--- config.mk ---
export PLATFORM = sky130hd
export DESIGN_NAME = sr_pulse_gen_flat
export DESIGN_NICKNAME = d
export VERILOG_FILES = /design/src/rtl/sr_pulse_gen_if.sv /design/src/rtl/sr_pulse_gen.sv /design/src/flat_wrapper.sv
export SDC_FILE = /design/constraint.sdc
export NUM_CORES = 1
export LEC_CHECK = 0
export BUFFER_PORTS_ARGS = -buffer_cell sky130_fd_sc_hd__buf_2
export CAP_MARGIN = 20
export CORE_ASPECT_RATIO = 0.6
export CORE_MARGIN = 4
export CORE_UTILIZATION = 25
export CTS_CLUSTER_SIZE = 8
export DETAILED_ROUTE_END_ITERATION = 8
export GPL_TIMING_DRIVEN = 0
export RECOVER_POWER = 50
export SETUP_SLACK_MARGIN = 0.15
export SLEW_MARGIN = 20
export SYNTH_ARGS = -nofsm -noshare
export SYNTH_HDL_FRONTEND = slang
export SYNTH_SLANG_ARGS = --single-unit
--- constraint.sdc ---
create_clock -name clk -period 2.6 [get_ports clk]
set_clock_uncertainty 0.05 [all_clocks]
set_input_delay 0.52 -clock clk [delete_from_list [all_inputs] [get_ports clk]]
set_output_delay 0.52 -clock clk [all_outputs]
set_load 0.01 [all_outputs]
--- src/rtl/sr_pulse_gen_if.sv ---
// sr_pulse_gen_if: groups the button inputs and pulse outputs of sr_pulse_gen.
//   set_btn, reset_btn : raw asynchronous button requests (master -> slave)
//   s, r               : registered, mutually exclusive set/reset pulses
//   busy               : pulse generator is in PULSE_S, PULSE_R or HOLD
//   conflict           : one-cycle flag for coincident set/reset edges
//   conflict_cnt       : saturating conflict count (SR_PULSE_GEN_CONFLICT_CNT_EN only)
interface sr_pulse_gen_if;
  logic       set_btn;
  logic       reset_btn;
  logic       s;
  logic       r;
  logic       busy;
  logic       conflict;
`ifdef SR_PULSE_GEN_CONFLICT_CNT_EN
  logic [7:0] conflict_cnt;

  modport master (output set_btn, reset_btn, input s, r, busy, conflict, conflict_cnt);
  modport slave  (input set_btn, reset_btn, output s, r, busy, conflict, conflict_cnt);
`else
  modport master (output set_btn, reset_btn, input s, r, busy, conflict);
  modport slave  (input set_btn, reset_btn, output s, r, busy, conflict);
`endif
endinterface

--- src/rtl/sr_pulse_gen.sv ---
// sr_pulse_gen: command front end for a clocked SR flip-flop. Each raw button
// is synchronised (2 flops), debounced, rising-edge detected, and the resulting
// requests are sequenced into fixed-width s/r pulses that are never high together.
// Ports:
//   clk  : system clock, rising edge
//   rst  : asynchronous active-high reset
//   bus  : sr_pulse_gen_if.slave (set_btn, reset_btn in; s, r, busy, conflict out)
// Optional feature: define SR_PULSE_GEN_CONFLICT_CNT_EN to add bus.conflict_cnt,
// an 8-bit saturating count of conflict pulses cleared only by rst.
module sr_pulse_gen #(
  parameter int unsigned DB_CYCLES = 4,
  parameter int unsigned PULSE_W   = 2,
  parameter int unsigned HOLDOFF   = 2
) (
  input logic           clk,
  input logic           rst,
  sr_pulse_gen_if.slave bus
);

  localparam int unsigned DBW = 8;
  localparam int unsigned WW  = 4;

  localparam logic [1:0] IDLE    = 2'd0;
  localparam logic [1:0] PULSE_S = 2'd1;
  localparam logic [1:0] PULSE_R = 2'd2;
  localparam logic [1:0] HOLD    = 2'd3;

  localparam logic [DBW-1:0] DB_LAST = DBW'(DB_CYCLES);
  localparam logic [WW-1:0]  PW_LAST = WW'(PULSE_W - 1);
  // Only meaningful when HOLD_EN; the wrapped value for HOLDOFF=0 is never used.
  localparam logic [WW-1:0]  HO_LAST = WW'(HOLDOFF - 1);
  localparam bit             HOLD_EN = (HOLDOFF != 0);

  // Channel index 0 = set button, 1 = reset button.
  logic [1:0]     sync1_q;
  logic [1:0]     sync2_q;
  logic [1:0]     filt_q;
  logic [1:0]     filt_nx;
  logic [1:0]     filt_d_q;
  logic [1:0]     req_q;
  logic [DBW-1:0] db_cnt_q  [2];
  logic [DBW-1:0] db_cnt_nx [2];

  logic [1:0]     state_q, state_nx;
  logic [WW-1:0]  wcnt_q, wcnt_nx;
  logic           pend_v_q, pend_v_nx;
  logic           pend_k_q, pend_k_nx;   // 0 = set, 1 = reset
  logic           s_q, r_q, busy_q, conflict_q;

  logic           set_only;
  logic           rst_only;
  logic           conflict_nx;

  // Debounce: count cycles the synced level disagrees with the filtered level.
  always_comb begin
    filt_nx = filt_q;
    for (int i = 0; i < 2; i++) begin
      db_cnt_nx[i] = '0;
      if (sync2_q[i] != filt_q[i]) begin
        if ((db_cnt_q[i] + DBW'(1)) == DB_LAST) begin
          filt_nx[i] = ~filt_q[i];
        end else begin
          db_cnt_nx[i] = db_cnt_q[i] + DBW'(1);
        end
      end
    end
  end

  // Synchroniser, filter and registered rising-edge request per channel.
  always_ff @(posedge clk or posedge rst) begin
    if (rst) begin
      sync1_q     <= '0;
      sync2_q     <= '0;
      filt_q      <= '0;
      filt_d_q    <= '0;
      req_q       <= '0;
      db_cnt_q[0] <= '0;
      db_cnt_q[1] <= '0;
    end else begin
      sync1_q     <= {bus.reset_btn, bus.set_btn};
      sync2_q     <= sync1_q;
      filt_q      <= filt_nx;
      filt_d_q    <= filt_q;
      req_q       <= filt_q & ~filt_d_q;
      db_cnt_q[0] <= db_cnt_nx[0];
      db_cnt_q[1] <= db_cnt_nx[1];
    end
  end

  // Coincident requests cancel each other and only raise conflict.
  assign set_only    = req_q[0] & ~req_q[1];
  assign rst_only    = req_q[1] & ~req_q[0];
  assign conflict_nx = req_q[0] & req_q[1];

  // Pulse-sequencing FSM next state, counters, pending slot and outputs.
  always_comb begin
    state_nx  = state_q;
    wcnt_nx   = wcnt_q;
    pend_v_nx = pend_v_q;
    pend_k_nx = pend_k_q;

    case (state_q)
      IDLE: begin
        // Live request beats the pending slot; leaving IDLE empties the slot.
        if (set_only) begin
          state_nx = PULSE_S;
        end else if (rst_only) begin
          state_nx = PULSE_R;
        end else if (pend_v_q) begin
          state_nx = pend_k_q ? PULSE_R : PULSE_S;
        end
        if (state_nx != IDLE) begin
          pend_v_nx = 1'b0;
          pend_k_nx = 1'b0;
          wcnt_nx   = '0;
        end
      end
      PULSE_S, PULSE_R: begin
        if (wcnt_q == PW_LAST) begin
          wcnt_nx  = '0;
          state_nx = HOLD_EN ? HOLD : IDLE;
        end else begin
          wcnt_nx = wcnt_q + WW'(1);
        end
      end
      HOLD: begin
        if (wcnt_q == HO_LAST) begin
          wcnt_nx  = '0;
          state_nx = IDLE;
        end else begin
          wcnt_nx = wcnt_q + WW'(1);
        end
      end
      default: begin
        state_nx = IDLE;
        wcnt_nx  = '0;
      end
    endcase

    // While busy the newest single request overwrites the slot.
    if ((state_q != IDLE) && (set_only || rst_only)) begin
      pend_v_nx = 1'b1;
      pend_k_nx = rst_only;
    end
  end

  // State register and registered outputs derived from the next state.
  always_ff @(posedge clk or posedge rst) begin
    if (rst) begin
      state_q    <= IDLE;
      wcnt_q     <= '0;
      pend_v_q   <= 1'b0;
      pend_k_q   <= 1'b0;
      s_q        <= 1'b0;
      r_q        <= 1'b0;
      busy_q     <= 1'b0;
      conflict_q <= 1'b0;
    end else begin
      state_q    <= state_nx;
      wcnt_q     <= wcnt_nx;
      pend_v_q   <= pend_v_nx;
      pend_k_q   <= pend_k_nx;
      s_q        <= (state_nx == PULSE_S);
      r_q        <= (state_nx == PULSE_R);
      busy_q     <= (state_nx != IDLE);
      conflict_q <= conflict_nx;
    end
  end

  assign bus.s        = s_q;
  assign bus.r        = r_q;
  assign bus.busy     = busy_q;
  assign bus.conflict = conflict_q;

`ifdef SR_PULSE_GEN_CONFLICT_CNT_EN
  logic [7:0] conflict_cnt_q;

  // Saturating count of conflict pulses.
  always_ff @(posedge clk or posedge rst) begin
    if (rst) begin
      conflict_cnt_q <= '0;
    end else if (conflict_nx && (conflict_cnt_q != 8'hFF)) begin
      conflict_cnt_q <= conflict_cnt_q + 8'(1);
    end
  end

  assign bus.conflict_cnt = conflict_cnt_q;
`endif

endmodule

--- src/flat_wrapper.sv ---
// flat-port wrapper written by rule: the top's interface ports become plain ports
module sr_pulse_gen_flat 
#(
  parameter int unsigned DB_CYCLES = 4,
  parameter int unsigned PULSE_W   = 2,
  parameter int unsigned HOLDOFF   = 2
)
  (clk, rst, bus_set_btn, bus_reset_btn, bus_s, bus_r, bus_busy, bus_conflict);
  sr_pulse_gen_if bus_i ();
  input logic clk;
  input logic rst;
  input wire logic [$bits(bus_i.set_btn)-1:0] bus_set_btn;
  input wire logic [$bits(bus_i.reset_btn)-1:0] bus_reset_btn;
  output wire logic [$bits(bus_i.s)-1:0] bus_s;
  output wire logic [$bits(bus_i.r)-1:0] bus_r;
  output wire logic [$bits(bus_i.busy)-1:0] bus_busy;
  output wire logic [$bits(bus_i.conflict)-1:0] bus_conflict;
  assign bus_i.set_btn = bus_set_btn;
  assign bus_i.reset_btn = bus_reset_btn;
  assign bus_s = bus_i.s;
  assign bus_r = bus_i.r;
  assign bus_busy = bus_i.busy;
  assign bus_conflict = bus_i.conflict;
  sr_pulse_gen #(.DB_CYCLES(DB_CYCLES), .PULSE_W(PULSE_W), .HOLDOFF(HOLDOFF)) u_core (.clk(clk), .rst(rst), .bus(bus_i));
endmodule
Word-level counts from Yosys, hierarchy flattened
Index checks and enable logic that the tools add are counted.

Register bits after elaboration: 38. Word-level logic and storage cells: 71.

Add/subtract/negate cells: 3. Equality and inequality tests: 11. Muxes and demuxes: 19. Bitwise gates (word level): 9. Reductions and logical operators: 13.

Operators by type and width (number): 8-bit two-way mux (4); 8-bit by 1-bit adder with 8-bit output, second input constant (2); 8-bit by 3-bit equality test with 1-bit output, second input constant (2); 2-bit two-way mux (7); 2-bit nonzero test (5); 4-bit two-way mux (2); 4-bit case mux with 2 select lines (1); 2-bit equality test, second input constant (3); 2-bit case mux with 3 select lines (1); 2-bit AND reduction (3); 4-bit by 1-bit adder with 4-bit output, second input constant (1); 2-bit by 1-bit equality test with 1-bit output, second input constant (2); 4-bit by 1-bit equality test with 1-bit output, second input constant (1); 1-bit two-way mux (4); 1-bit inverter (4); 1-bit bitwise AND (3); 3-bit OR reduction (1); 2-bit bitwise AND (1); 2-bit logical NOT (1); 1-bit inequality test (2); 2-bit by 1-bit inequality test with 1-bit output, second input constant (1); 2-bit inverter (1); 2-bit OR reduction (1); 1-bit logical AND (1); 1-bit logical OR (1).

Longest topological paths before layout
Gate-level depths: netlist of the first run.

Depth after elaboration: 9. Gate-level depth with buffers: 7. Gate-level depth less buffers: 6.

Least setup slack after synthesis of the first run
No wires, ideal clock.

Path kind: reg2reg. From: register u_core.db_cnt_q[8] in the netlist's numbering. To: register u_core.filt_q[0]. Library setup time: 0.125 ns. Arrival time: 1.491 ns. Required time: 2.425 ns. Setup slack: 0.934 ns. Cell stages (with the launch flop): 7. Cell sequence: dfrtp_1 ha_1 nor2_1 nand4_1 o311ai_2 o2111a_2 mux2_4.

Cells in the longest elaborated chain, start to end: 3.

RTL lines: start, declared (line sr_pulse_gen.sv:41) `logic [DBW-1:0] db_cnt_q [2];`; 8-bit by 1-bit adder with 8-bit output (line sr_pulse_gen.sv:60) `if ((db_cnt_q[i] + DBW'(1)) == DB_LAST) begin`; 8-bit by 3-bit equality test with 1-bit output (line sr_pulse_gen.sv:60); 2-bit AND reduction (no line); end signal, assigned (line sr_pulse_gen.sv:82) `filt_q <= filt_nx;`; end, declared (line sr_pulse_gen.sv:37) `logic [1:0] filt_q;`.

Every way passes these cells. A chain may end at the register's enable or synchronous reset.

Final worst setup path of the first run
Same ends and word-level chain as after synthesis.

==> results of run 1 <==
==> registers in the layout, summed over array words and instances (netlist names) <==
signal / flops
u_core.state_q: 2
u_core.bus.r: 1
u_core.db_cnt_q: 16
u_core.bus.busy: 1
u_core.bus.s: 1
u_core.pend_v_q: 1
u_core.pend_k_q: 1
u_core.filt_d_q: 2
u_core.wcnt_q: 4
u_core.bus.conflict: 1
u_core.sync1_q: 2
u_core.req_q: 2
u_core.filt_q: 2
u_core.sync2_q: 2
==> routing by layer <==
layer	vias up	track usage, %
met5	-	0
met1	540	11.2
met3	2	2.51
li1	587	-
met4	0	3.08
met2	10	10.6
==> cell usage after synthesis, types with 2 or more instances <==
library cell / instances
nor2b_1: 8
a21oi_1: 3
xor2_1: 7
nor3b_1: 2
nand4_1: 2
nor2_1: 20
and2_4: 2
nor3_1: 2
and3_1: 2
o2bb2ai_1: 2
nand3_1: 7
dfrtp_1: 38
nand2b_1: 5
xnor2_1: 9
nand2_1: 7
mux2_2: 2
inv_1: 9
ha_1: 12
o21ai_0: 3
==> final timing paths <==
check	to	start	slack, ns
max in group asynchronous	u_core.filt_q[1]	rst	1.61
min reg2reg	u_core.sync2_q[0]	u_core.sync1_q[0]	0.30
max reg2reg	u_core.filt_q[0]	u_core.db_cnt_q[8]	0.80
min	u_core.sync2_q[0]	u_core.sync1_q[0]	0.30
min in group asynchronous	u_core.wcnt_q[1]	rst	0.33
max	u_core.filt_q[0]	u_core.db_cnt_q[8]	0.80
==> power groups by stage <==
stage                     Combinational [mW]  Clock, mW  Sequential (mW)
after floorplan                        0.556          0            0.853
after global placement                 0.698          0            0.871
after detailed placement               0.713          0            0.882
after CTS                              0.718      0.600            0.872
after global routing                   0.811      0.627            0.891
final                                  0.708      0.572            0.870
==> stage by stage <==
step                hold WS (ns)  instances  total power, mW
finish                     0.296        264             2.15
global route               0.302        264             2.33
CTS                        0.209        264             2.19
detailed placement         0.286        258             1.59
global placement           0.286        257             1.57
floorplan                  0.281        163             1.41
==> kinds of logic (layout without fill, tap and decap cells) <==
family	after synthesis	count (layout)	synth area share, %
fa+ha+maj	12	12	8.21
xor+xnor	16	16	7.67
compound gates	20	20	8.62
mux	4	4	2.60
buf+inv	10	24	2.12
flops	38	38	52.0
simple gates	63	63	18.8
==> area by class of cell <==
type	count	area, sq um	share of cell area [%]
repair buffers	8	62.6	2.93
clock buffers	6	139	6.50
multi-input cells	115	838	39.2
inverters	9	33.8	1.58
flip-flops and latches	38	951	44.5
well taps	87	109	5.09
plain buffers	1	5.00	0.234
==> flow_summary.ini, run 1 <==
[power]
p_sw_share_pct = 32.9
p_per_area_nw_per_um2 = 1010
p_int_mw = 1.44
ir_drop_mv = 0.362
combinationalPowerShare_pct = 32.9
p_leak_nw = 0.965
clockPowerShare_pct = 26.6
sequentialPowerShare_pct = 40.5
p_switching_mw = 0.707

[cells_and_area]
area_growth_pct = 17.0
mostFrequentLayoutCell = dfrtp_1
layout_common_cells = dfrtp_1, nor2_1, ha_1, inv_1, xnor2_1
n_fill_cell = 684
drive_gt1_share_pct = 14.1
diodes = 0
num-nets-final = 194
fin_util_pct = 31.1
stdcell_area_sq_um = 2140

[timing]
maxSlewHeadroom_pct = 48.4
min_period_over_period_pct = 69.3
max_freq_ghz = 0.555
setup-tns-final_ns = 0
hold_viol_final = 0
tightest_slew_ns = 0.773
fin_crit_ns = 1.80
setup_viol_count_final = 0
drv_slew = 0
grt_setup_unrepaired = no
fin_ws_ns = 0.797

[floorplan]
rows = 23
num_io_pins = 8
core-area_sq_um = 6880
fp.dieW_microns = 118
die_h_microns = 74.2
start_util_pct = 26.6
dieArea_sq_um = 8790

[clock_tree]
cts_htree_levels = 2
cts_buffers = 5
clock-root-buffer = clkbuf_16
cts_setup_buffers = 0
clock_sink_count = 38
cts-resized-gates = 0
cts_hold_buf = 0
clk_latency_ns = 0.27
clk_pin_slew_ns = 0.05
tritoncts = built
cts_buffer_depth = 2

[placement]
pre_cts_ws_ns = 0.790
place_area_sq_um = 2000
gp_congestion = 0.788
dpl.hpwl_microns = 2200
port_buffers = 7

[synthesis]
synth_cell_types = 40
ys_ff_latch = 38
netlist.area_leader.share_pct = 52.0
yosysWarnings = 0
syn_area_sq_um = 1830
yosysSeqAreaShare_pct = 52.0
synthArstFlopShare_pct = 100
synth_top_area_cell = dfrtp_1
syn-num-nets = 179
syn_area_per_cell_sq_um = 11.2
ys.flop_type = dfrtp_1
netlist_top_cells_area = dfrtp_1, ha_1, xnor2_1, nor2_1, xor2_1
postSynthCellCount = 163
synth_edf_count = 0

[global_routing]
antenna_found_initial = 0
grt_max_degree = 22
grt_first_pass_wirelength_microns = 5360
overflow = 0
grt_use_total_pct = 7.71
grt_pass1_vias = 1106

[status]
status = finished clean

[worst_setup_path]
crit_path_max_fanout = 7
reg2reg_depth = 6
crit_arrival_ns = 1.90
start_kind = flip-flop
crit_path_cell_trace = ha_1 > and3_1 > nand3_1 > o311ai_2 > o2111a_2 > mux2_4
end_kind = flip-flop
cp_num_cells = 6
slowest_stage = dfrtp_1
worst-path-buf-inv = 0
slowest_delay_ns = 0.40
required_ns = 2.70
criticalPathCategory = flip-flop to flip-flop
crit_family = flip-flops

[route]
ant_nets = 0
wl_met2_microns = 1210
wl_microns = 2980
drt-pass1-iter-count = 4
vias_per_cell = 4.31
wl_per_cell_microns = 11.3
vias = 1139
drt-met1-wl_microns = 1660
wl_met3_microns = 91
first_iter_violations = 64
drc_errors = 0
routed.top_layer = met4

[run]
drv_cap = 0

[hold_path]
worstHoldPathCells = 0
hp-class = flip-flop to flip-flop
(Power assumes the default switching activity.)
==> inputs of run 2 (changes only) <==
==> constraint.sdc (replaced) <==
create_clock -name clk -period 1.6 [get_ports clk]
set_clock_uncertainty 0.05 [all_clocks]
set_input_delay 0.32 -clock clk [delete_from_list [all_inputs] [get_ports clk]]
set_output_delay 0.32 -clock clk [all_outputs]
set_load 0.01 [all_outputs]
==> flow_summary.ini, run 2 (synthesis gave the netlist of run 1 again) <==
[status]
status = finished, violations left
violations = setup timing

[cells_and_area]
stdcell_area_sq_um = 2660
drive_gt1_share_pct = 48.6
mostFrequentLayoutCell = dfrtp_1
n_fill_cell = 607
num-nets-final = 223
diodes = 0
largest_reg_flops = 16
fin_util_pct = 38.7
area_growth_pct = 45.4
regMostFlops = u_core.db_cnt_q
reg.largest.list = u_core.db_cnt_q (16), u_core.wcnt_q (4)
layout_common_cells = dfrtp_1, buf_4, nor2_1

[global_routing]
antenna_found_initial = 0
grt_max_degree = 30
grt_use_total_pct = 9.08
grt_pass1_vias = 1321
overflow = 0
grt_first_pass_wirelength_microns = 6350

[worst_setup_path]
crit_path_max_fanout = 4
slowest_stage = dfrtp_1
crit_arrival_ns = 1.82
crit_family = compound AO/OA/AOI/OAI gates
criticalPathCategory = flip-flop to flip-flop
required_ns = 1.71
worst-path-buf-inv = 0
end_kind = flip-flop
start_kind = flip-flop
slowest_delay_ns = 0.41
crit_path_cell_trace = and3_4 > and2_4 > o311ai_4 > o2111a_2 > mux2_4

[power]
power_mw = 4.91
p_leak_nw = 1.19
ir_drop_mv = 0.698
p_int_mw = 3.19
combinationalPowerShare_pct = 50.7
p_per_area_nw_per_um2 = 1850
p_sw_share_pct = 34.9
sequentialPowerShare_pct = 29.2
clockPowerShare_pct = 20.1
p_switching_mw = 1.71

[placement]
place_area_sq_um = 2020
dpl.hpwl_microns = 2080
gp_congestion = 0.738
port_buffers = 7

[route]
drc_errors = 0
ant_nets = 0
wl_per_cell_microns = 12.8
first_iter_violations = 15
vias_per_cell = 4.40
vias = 1297
drt-pass1-iter-count = 4
wl_microns = 3790

[timing]
drv_slew = 0
maxSlewHeadroom_pct = 55.1
fin_crit_ns = 1.71
setup_viol_count_final = 5
max_freq_ghz = 0.584
hold_ws_ns = 0.101
tightest_slew_ns = 0.669
fin_ws_ns = -0.113
min_period_over_period_pct = 107
grt_setup_unrepaired = yes
setup-tns-final_ns = -0.133
hold_viol_final = 0

[floorplan]
start_util_pct = 26.6
core-area_sq_um = 6880
die_h_microns = 74.2
num_io_pins = 8
fp.dieW_microns = 118
dieArea_sq_um = 8790
rows = 23

[clock_tree]
clock_sink_count = 38
clk_latency_ns = 0.28
cts_buffer_depth = 2
tritoncts = built
cts_buffers = 5
cts_htree_levels = 2
clock-root-buffer = clkbuf_16
clk_pin_slew_ns = 0.05

[run]
drv_cap = 0

[hold_path]
hp-class = primary input to flip-flop
[run 2: power by group through the flow]
stage               clock network (mW)  registers, mW  logic (mW)
floorplan                            0           1.39       0.944
global placement                     0           1.42        1.18
detailed placement                   0           1.42        1.19
CTS                               1.01           1.42        2.09
global route                      1.05           1.47        2.71
finish                           0.984           1.43        2.49
[run 2: path summary, 6_finish.rpt]
check | to | startpoint | depth (start not counted) | slack, ns
max in group asynchronous | u_core.db_cnt_q[8] | rst | 4 | 0.19
worst min register to register | u_core.sync2_q[1] | u_core.sync1_q[1] | 0 | 0.30
worst min-delay path | u_core.sync1_q[0] | bus_set_btn | 1 | 0.10
worst max-delay path | u_core.filt_q[0] | u_core.db_cnt_q[12] | 5 | -0.11
min in group asynchronous | u_core.bus.busy | rst | 3 | 0.50
worst max register to register | u_core.filt_q[0] | u_core.db_cnt_q[12] | 5 | -0.11
[run 2: timing repair]
| action | 4_1_cts | 5_1_grt |
|---|---|---|
| setup buffers | 19 | 9 |
| hold endpoints to repair | 9 | 0 |
| pin swaps | 13 | 16 |
| setup endpoints to repair | 14 | 16 |
| hold buffers | 1 | 0 |
| gates resized for setup | 38 | 30 |
[run 2: per-stage QoR]
step,worst slack [ns],std cells
CTS,-0.106,286
global placement,-0.186,257
finish,-0.113,295
floorplan,-0.0446,163
detailed placement,-0.167,258
global route,-0.159,295
[run 2: final cells by class]
class	count	area [sq um]	area share (%)
plain buffers	1	11.3	0.424
clock buffers	7	143	5.36
clock inverters	1	5.00	0.188
inverters	9	36.3	1.36
multi-input cells	115	1120	42.0
flip-flops and latches	38	957	36.0
well taps	87	109	4.09
repair buffers	37	282	10.6
[run 2: per-layer routing]
layer	routed length, microns	track usage [%]	part of all wire (%)	vias up
li1	-	-	-	649
met3	81	2.36	2.1	8
met2	1820	15.1	48	16
met5	0	0	0	-
met1	1800	11.0	48	624
met4	87	5.13	2.3	0
==> inputs of run 3 (changes only) <==
--- a/config.mk
+++ b/config.mk
@@ -7,14 +7,16 @@
 export LEC_CHECK = 0
 export BUFFER_PORTS_ARGS = -buffer_cell sky130_fd_sc_hd__buf_2
 export CAP_MARGIN = 20
+export CELL_PAD_IN_SITES_DETAIL_PLACEMENT = 0
+export CELL_PAD_IN_SITES_GLOBAL_PLACEMENT = 1
 export CORE_ASPECT_RATIO = 0.6
 export CORE_MARGIN = 4
 export CORE_UTILIZATION = 25
 export CTS_CLUSTER_SIZE = 8
 export DETAILED_ROUTE_END_ITERATION = 8
 export GPL_TIMING_DRIVEN = 0
+export PLACE_DENSITY_LB_ADDON = 0.1
 export RECOVER_POWER = 50
-export SETUP_SLACK_MARGIN = 0.15
 export SLEW_MARGIN = 20
 export SYNTH_ARGS = -nofsm -noshare
 export SYNTH_HDL_FRONTEND = slang
==> flow_summary.ini, run 3 (synthesis gave the netlist of run 1 again) <==
[floorplan]
start_util_pct = 26.6
core-area_sq_um = 6880
dieArea_sq_um = 8790
die_h_microns = 74.2
fp.dieW_microns = 118
num_io_pins = 8
rows = 23

[cells_and_area]
stdcell_area_sq_um = 2580
post_layout_nonfiller_instances = 295
largest_reg_flops = 16
reg.largest.list = u_core.db_cnt_q (16), u_core.wcnt_q (4)
fin_util_pct = 37.6
diodes = 0
layout_common_cells = dfrtp_1, buf_4, nor2_1, xnor2_1
n_fill_cell = 675
area_growth_pct = 41.4
regArea_sq_um = 955
multi_input_area_sq_um = 1040
num-nets-final = 223
mostFrequentLayoutCell = dfrtp_1
regMostFlops = u_core.db_cnt_q
drive_gt1_share_pct = 42.8

[timing]
setup_viol_count_final = 5
tightest_slew_ns = 0.794
hold_viol_final = 0
fin_crit_ns = 1.72
maxSlewHeadroom_pct = 46.7
drv_slew = 0
grt_setup_unrepaired = yes
min_period_over_period_pct = 108
fin_ws_ns = -0.124
max_freq_ghz = 0.580

[global_routing]
overflow = 0
antenna_found_initial = 0
grt_pass1_vias = 1203
grt_use_total_pct = 8.89
grt_max_degree = 33
grt_first_pass_wirelength_microns = 5960

[clock_tree]
cts_htree_levels = 2
clock_sink_count = 38
cts_buffer_depth = 2
clock-root-buffer = clkbuf_16
tritoncts = built
clk_latency_ns = 0.28
cts_buffers = 5
clk_pin_slew_ns = 0.06

[placement]
port_buffers = 7
numPlacedInstances = 258
pre_cts_ws_ns = -0.200
dpl.hpwl_microns = 2350
place_area_sq_um = 1990
gp_congestion = 0.666

[power]
p_leak_nw = 1.16
ir_drop_mv = 0.523
p_per_area_nw_per_um2 = 1820

[route]
wl_per_cell_microns = 12.9
drc_errors = 0
wl_microns = 3790
drt-pass1-iter-count = 4
vias_per_cell = 4.32
ant_nets = 0
first_iter_violations = 50
vias = 1273

[worst_setup_path]
crit_arrival_ns = 1.84
crit_path_max_fanout = 5
end_kind = flip-flop
criticalPathCategory = flip-flop to flip-flop
start_kind = flip-flop
required_ns = 1.72

[status]
status = finished, violations left
violations = setup timing

[hold_path]
hp-class = primary input to flip-flop

[run]
drv_cap = 0
==> run 3: cell types whose count changed in the layout (fill, tap and decap cells not counted), sizes merged <==
cell | previous run | this run
bufinv | 0 | 1
clkbuf | 8 | 6
clkinv | 1 | 2
==> run 3: power by group <==
part / total (mW) / leakage (nW) / internal, mW / switching [mW]
Clock: 1.10 / 0.0836 / 0.729 / 0.375
Combinational: 2.18 / 0.577 / 1.18 / 1.00
Sequential: 1.42 / 0.497 / 1.21 / 0.211
Total: 4.70 / 1.16 / 3.11 / 1.59
==> run 3: metrics by stage <==
step | hold WS (ns) | TNS, ns | total power, mW
2_1_floorplan | 0.281 | -0.0446 | 2.29
3_3_place_gp | 0.284 | -7.31 | 2.60
3_5_place_dp | 0.176 | -0.553 | 2.61
4_1_cts | 0.0866 | -0.283 | 3.98
5_1_grt | 0.0882 | -0.713 | 5.02
6_report | 0.0903 | -0.281 | 4.70
==> run 3: worst max-delay path, cell delays in order (launching register included) <==
cell      delay, ns
dfrtp_2        0.44
and3_4         0.17
and2_4         0.16
o311ai_4       0.20
o2111a_2       0.29
mux2_4         0.31
==> run 3: final timing paths <==
path	start	to	slack, ns	cells past startpoint
setup / recovery	u_core.db_cnt_q[10]	u_core.filt_q[0]	-0.12	5
setup reg to reg	u_core.db_cnt_q[10]	u_core.filt_q[0]	-0.12	5
max in group asynchronous	rst	u_core.db_cnt_q[8]	0.28	4
min in group asynchronous	rst	u_core.sync1_q[1]	0.44	3
hold / removal	bus_reset_btn	u_core.sync1_q[1]	0.09	1
hold reg to reg	u_core.sync1_q[1]	u_core.sync2_q[1]	0.30	0
==> run 3: layout make-up <==
type	instances	share of cell area [%]
Clock buffer	5	4.84
Timing Repair Buffer	37	10.5
Sequential cell	38	36.9
Inverter	9	1.31
Multi-Input combinational cell	115	40.3
Clock inverter	3	1.55
Tap cell	87	4.21
Buffer	1	0.436
==> run 3: layer usage <==
metal | vias to the layer above | wire length (microns) | global-route usage [%]
met5 | - | 0 | 0
li1 | 642 | - | -
met4 | 0 | 41 | 3.85
met1 | 613 | 2040 | 12.6
met2 | 14 | 1520 | 11.8
met3 | 4 | 182 | 3.57
==> run 3: what timing repair did <==
action / in CTS / in global routing
hold buffers: 1 / 0
pin swaps: 6 / 14
setup buffers: 14 / 14
hold endpoints to repair: 6 / 0
gates cloned: 0 / 0
setup endpoints to repair: 7 / 14
resized for setup: 18 / 36
